File: src/rtl/sa2_squarer.sv
// sa2_squarer: free-running shift-and-add squarer with a saturating registered result
module sa2_squarer #(
  parameter int W = 8
) (
  input  logic [W-1:0] a,
  input  logic         reset,
  input  logic         clk,
  output logic [W-1:0] q
);
  localparam int CW = (W > 1) ? $clog2(W) : 1;
  localparam logic [CW-1:0] LAST = CW'(W - 1);
  typedef enum logic [1:0] {LOAD, ITER, DONE} state_t;
  state_t state, nxt;
  logic [2*W-1:0] acc, mcand;
  logic [W-1:0] mplier;
  logic [CW-1:0] cnt;
  logic load, iter, done;
  always_ff @(posedge clk or posedge reset)
    if (reset) state <= LOAD;
    else state <= nxt;
  always_comb
    nxt = state == LOAD ? ITER : state == ITER ? (cnt == LAST ? DONE : ITER) : LOAD;
  always_comb begin
    load = state == LOAD;
    iter = state == ITER;
    done = state == DONE;
  end
  // any bit above the low W of the square means it no longer fits in q
  always_ff @(posedge clk or posedge reset)
    if (reset) begin
      q      <= '0;
      acc    <= '0;
      mcand  <= '0;
      mplier <= '0;
      cnt    <= '0;
    end else if (load) begin
      mcand  <= {{W{1'b0}}, a};
      mplier <= a;
      acc    <= '0;
      cnt    <= '0;
    end else if (iter) begin
      acc    <= mplier[0] ? acc + mcand : acc;
      mcand  <= mcand << 1;
      mplier <= mplier >> 1;
      cnt    <= cnt + 1'b1;
    end else if (done) begin
      q <= |acc[2*W-1:W] ? '1 : acc[W-1:0];
    end
endmodule

File: config.mk
export PLATFORM = sky130hd
export DESIGN_NAME = sa2_squarer
export DESIGN_NICKNAME = d
export VERILOG_FILES = /design/src/rtl/sa2_squarer.sv
export SDC_FILE = /design/constraint.sdc
export NUM_CORES = 1
export LEC_CHECK = 0
export CAP_MARGIN = 15
export CORE_MARGIN = 2
export CORE_UTILIZATION = 55
export CTS_CLUSTER_SIZE = 28
export DETAILED_ROUTE_END_ITERATION = 6
export HOLD_SLACK_MARGIN = 0.02
export PLACE_DENSITY = 0.78
export SLEW_MARGIN = 20
export SYNTH_ARGS = -nofsm -noshare
export SYNTH_HDL_FRONTEND = slang
export SYNTH_SLANG_ARGS = --single-unit
File: constraint.sdc
create_clock -name clk -period 3.2 [get_ports clk]
set_clock_uncertainty 0.2 [all_clocks]
set_input_delay 0.48 -clock clk [delete_from_list [all_inputs] [get_ports clk]]
set_output_delay 0.48 -clock clk [all_outputs]
set_load 0.01 [all_outputs]
==> Flow_metrics.wiki <==
{| class="wikitable"
! Metric !! Value
|-
| Post-synth cell types || 38
|-
| Hold bufs inserted after CTS || 0
|-
| Final net count || 329
|-
| Stages on the worst setup path || 10
|-
| Global-route congestion overflow total || 0
|-
| Post-cts gate resize count || 0
|-
| Setup slack of the worst register-to-register path || 630 ps
|-
| Number of cells on the worst reg-to-reg path || 10
|-
| Worst reg2reg path startpoint || acc[0]$_DFFE_PP0P_
|-
| TritonRoute pass-1 iters || 4
|-
| Most frequent cells in the layout || sky130_fd_sc_hd__dfrtp_1, sky130_fd_sc_hd__nand2_1, sky130_fd_sc_hd__a21oi_1, sky130_fd_sc_hd__o21ai_0
|-
| Total DRC errors in the routed layout || 0
|-
| Type of the most critical hold path || reg -> reg
|-
| Antenna violations before repair || 0
|-
| Share of layout cells above drive strength 1 || 0.0629
|-
| Crit-path max cell delay || 410 ps
|-
| Max-slew headroom at the worst pin || 0.595
|-
| Post-synthesis cell area || 0.00275 mm2
|-
| Post-CTS Setup Bufs || 0
|-
| Clock Root Buffer || sky130_fd_sc_hd__clkbuf_8
|-
| Height of the die || 74.7 um
|-
| Net count after synthesis || 312
|-
| Total placed instance area || 0.00301 mm2
|-
| Number of global-route vias before repair || 1879
|-
| Terminus of the critical flop-to-flop path || acc[12]$_DFFE_PP0P_
|-
| Number of H-tree branching levels || 2
|-
| Count of buffers from port buffering || 17
|-
| GR Util met1 || 0.304
|-
| Combinational group share of total power || 0.307
|-
| Fraction of registers with async set/reset || 1.00
|-
| Critical path required time || 3220 ps
|-
| Clock transition at path regs || 90 ps
|-
| Crit Path Category || reg -> reg
|-
| Placement Setup Slack || 662 ps
|-
| Actual transition at the worst max-transition pin || 607 ps
|-
| Global routing usage summed across all routing layers || 0.214
|-
| WL final || 5400 um
|-
| TritonCTS sink count || 53
|-
| Number of buffers created by CTS || 5
|-
| Max-Cap Viols || 0
|-
| Number of synthesized flops with an enable pin || 0
|-
| Count of warnings emitted by yosys || 0
|-
| TritonCTS clock tree || yes
|-
| Part of the Yosys area used for sequential elements || 0.482
|-
| Portion of total power attributed to sequential cells || 0.441
|-
| RSZ-0062 raised after global routing || false
|-
| Via count || 2143
|-
| Fill cell total of the finished layout || 392
|-
| Hold Path Cell Cnt || 2
|-
| Worst setup margin || 630 ps
|-
| CP startpoint kind || flip-flop
|-
| GRT busiest layer || met2
|-
| Lkg Pwr || 1.36 nW
|-
| Routed via count divided by cell count || 5.81
|-
| Met2 Track Usage GR || 0.326
|-
| Crit path DAT || 2590 ps
|-
| Cell with the biggest individual delay on the critical path || sky130_fd_sc_hd__fa_1
|-
| Final-report setup violation count || 0
|-
| Min Clock Period, post-route || 2570 ps
|-
| Max Fclk || 389 MHz
|-
| Maximum number of pins on one net before global-route repair || 35
|-
| Switching power summed over all nets || 0.625 mW
|-
| Cell breakdown of the critical path || ha_1 > inv_1 > fa_1 > nor2b_1 > o31ai_1 > a21oi_1 > nor2b_1 > o21ai_0 > a211oi_1 > o31ai_1
|-
| Outcome || completed
|-
| Overall die area || 0.00558 mm2
|-
| Worst setup path startpoint || acc[0]$_DFFE_PP0P_
|-
| Fraction of power spent switching nets || 0.329
|-
| Width of the die || 74.7 um
|-
| Source-to-sink clock delay at the later pin of the worst-skew pair || 310 ps
|-
| Most frequent standard cell in the layout excluding fill and tap cells || sky130_fd_sc_hd__dfrtp_1
|-
| CP Capture Type || flip-flop
|-
| Last weighted congestion value of the routability-driven placer || 0.838
|-
| Cell family with the largest share of critical-path delay || compound AO/OA/AOI/OAI gates
|-
| Setup TNS || 0 ps
|-
| Post-route cell area || 0.00313 mm2
|-
| Worst Setup EP || acc[12]$_DFFE_PP0P_
|-
| I/O pin total || 18
|-
| Most used DFF post-synth || sky130_fd_sc_hd__dfrtp_1
|-
| Part of the cycle the worst path needs || 0.803
|-
| Global Route met3 Usage || 0.0482
|-
| Max Fanout on Critical Path || 4
|-
| Pins Over Slew Limit || 0
|-
| Mean area per synthesized cell || 9.69 um2
|-
| Core region area || 0.00479 mm2
|-
| Buf/Inv on CP || 1
|-
| Clk pwr share || 0.252
|-
| Hold Vio Cnt, Final || 0
|-
| Cell-internal power || 1.28 mW
|-
| Worst-case vdd ir drop || 309 uV
|-
| First-pass GRT wire length || 9030 um
|-
| Placement row count || 25
|-
| Synthesized netlist cell count || 284
|-
| Max Root-Sink Buffers || 2
|-
| Power per Cell Area || 607 mW/mm2
|-
| Residual antenna-violating net count after detailed routing || 0
|-
| Area growth syn-to-layout || 13.8%
|-
| Number of storage elements in the synthesis netlist || 53
|-
| Wire length per cell after detailed routing || 14.6 um
|-
| DRT iter0 DRCs || 157
|-
| Starting density of the core || 0.575
|-
| Total inserted antenna cells || 0
|-
| Detailed placement HPWL || 3870 um
|}
power by group through the flow:
stage / logic [mW] / clock network [mW] / registers [mW]
after floorplan: 0.443 / 0 / 0.829
after global placement: 0.555 / 0 / 0.843
after detailed placement: 0.579 / 0 / 0.849
after CTS: 0.580 / 0.490 / 0.836
after global routing: 0.644 / 0.515 / 0.847
final: 0.583 / 0.478 / 0.838
metrics by stage:
| stage | total power [mW] | instances | hold slack, ps | utilization |
|---|---|---|---|---|
| detailed placement | 1.43 | 361 | 267 | 0.629 |
| finish | 1.90 | 369 | 285 | 0.654 |
| global route | 2.01 | 369 | 326 | 0.654 |
| floorplan | 1.27 | 284 | 245 | - |
| global placement | 1.40 | 361 | 262 | 0.629 |
| CTS | 1.91 | 369 | 290 | 0.654 |
Yosys cell counts, types with 7 or more instances:
cell type	number	area share
sky130_fd_sc_hd__ha_1	17	0.077
sky130_fd_sc_hd__nand2_1	46	0.063
sky130_fd_sc_hd__dfrtp_1	53	0.48
sky130_fd_sc_hd__inv_1	7	0.0096
sky130_fd_sc_hd__o21ai_1	11	0.020
sky130_fd_sc_hd__clkbuf_1	11	0.015
sky130_fd_sc_hd__nor2b_1	10	0.023
sky130_fd_sc_hd__o21ai_0	25	0.045
sky130_fd_sc_hd__a22o_1	9	0.029
sky130_fd_sc_hd__a21oi_1	28	0.051
sky130_fd_sc_hd__o22a_1	8	0.025
worst min path at each step:
stage,startpoint,endpoint,slack (ps)
after floorplan,mplier[1]$_DFFE_PP0P_,mplier[1]$_DFFE_PP0P_,240
after global placement,mplier[1]$_DFFE_PP0P_,mplier[1]$_DFFE_PP0P_,260
after detailed placement,mplier[1]$_DFFE_PP0P_,mplier[1]$_DFFE_PP0P_,270
after CTS,mplier[1]$_DFFE_PP0P_,mplier[1]$_DFFE_PP0P_,290
after global routing,mplier[6]$_DFFE_PP0P_,mplier[6]$_DFFE_PP0P_,330
final,mplier[1]$_DFFE_PP0P_,mplier[1]$_DFFE_PP0P_,290
cell families after synthesis:
group,Yosys count,share of synthesized area
XOR/XNOR,11,0.0350
multiplexers,1,0.00409
adder cells (fa/ha/maj),18,0.0846
AO/OA/AOI/OAI,105,0.240
flip-flops,53,0.482
AND/OR/NAND/NOR,77,0.129
buffers and inverters,19,0.0259
area by class of cell:
cell class | count | area (um2) | area share
multi-input cells | 212 | 1350 | 0.432
flip-flops and latches | 53 | 1330 | 0.424
repair buffers | 22 | 220 | 0.0703
well taps | 67 | 83.8 | 0.0268
clock buffers | 6 | 82.6 | 0.0264
clock inverters | 2 | 37.5 | 0.0120
inverters | 7 | 26.3 | 0.00839
state kept, by name, indices dropped and copies added, names as in the netlist:
signal	count
acc	16
mcand	16
mplier	8
q	8
cnt	3
state	2
worst reg2reg max path: stages (launching register included):
cell	delay, ps
sky130_fd_sc_hd__dfrtp_1	380
sky130_fd_sc_hd__ha_1	200
sky130_fd_sc_hd__inv_1	60
sky130_fd_sc_hd__fa_1	410
sky130_fd_sc_hd__nor2b_1	190
sky130_fd_sc_hd__o31ai_1	120
sky130_fd_sc_hd__a21oi_1	320
sky130_fd_sc_hd__nor2b_1	120
sky130_fd_sc_hd__o21ai_0	170
sky130_fd_sc_hd__a211oi_1	100
sky130_fd_sc_hd__o31ai_1	230
metal layers:
metal,vias up,wire length (um)
met5,-,0
met4,0,106
met3,12,201
met2,43,2420
met1,1036,2670
li1,1052,-
(Power assumes the default switching activity.)
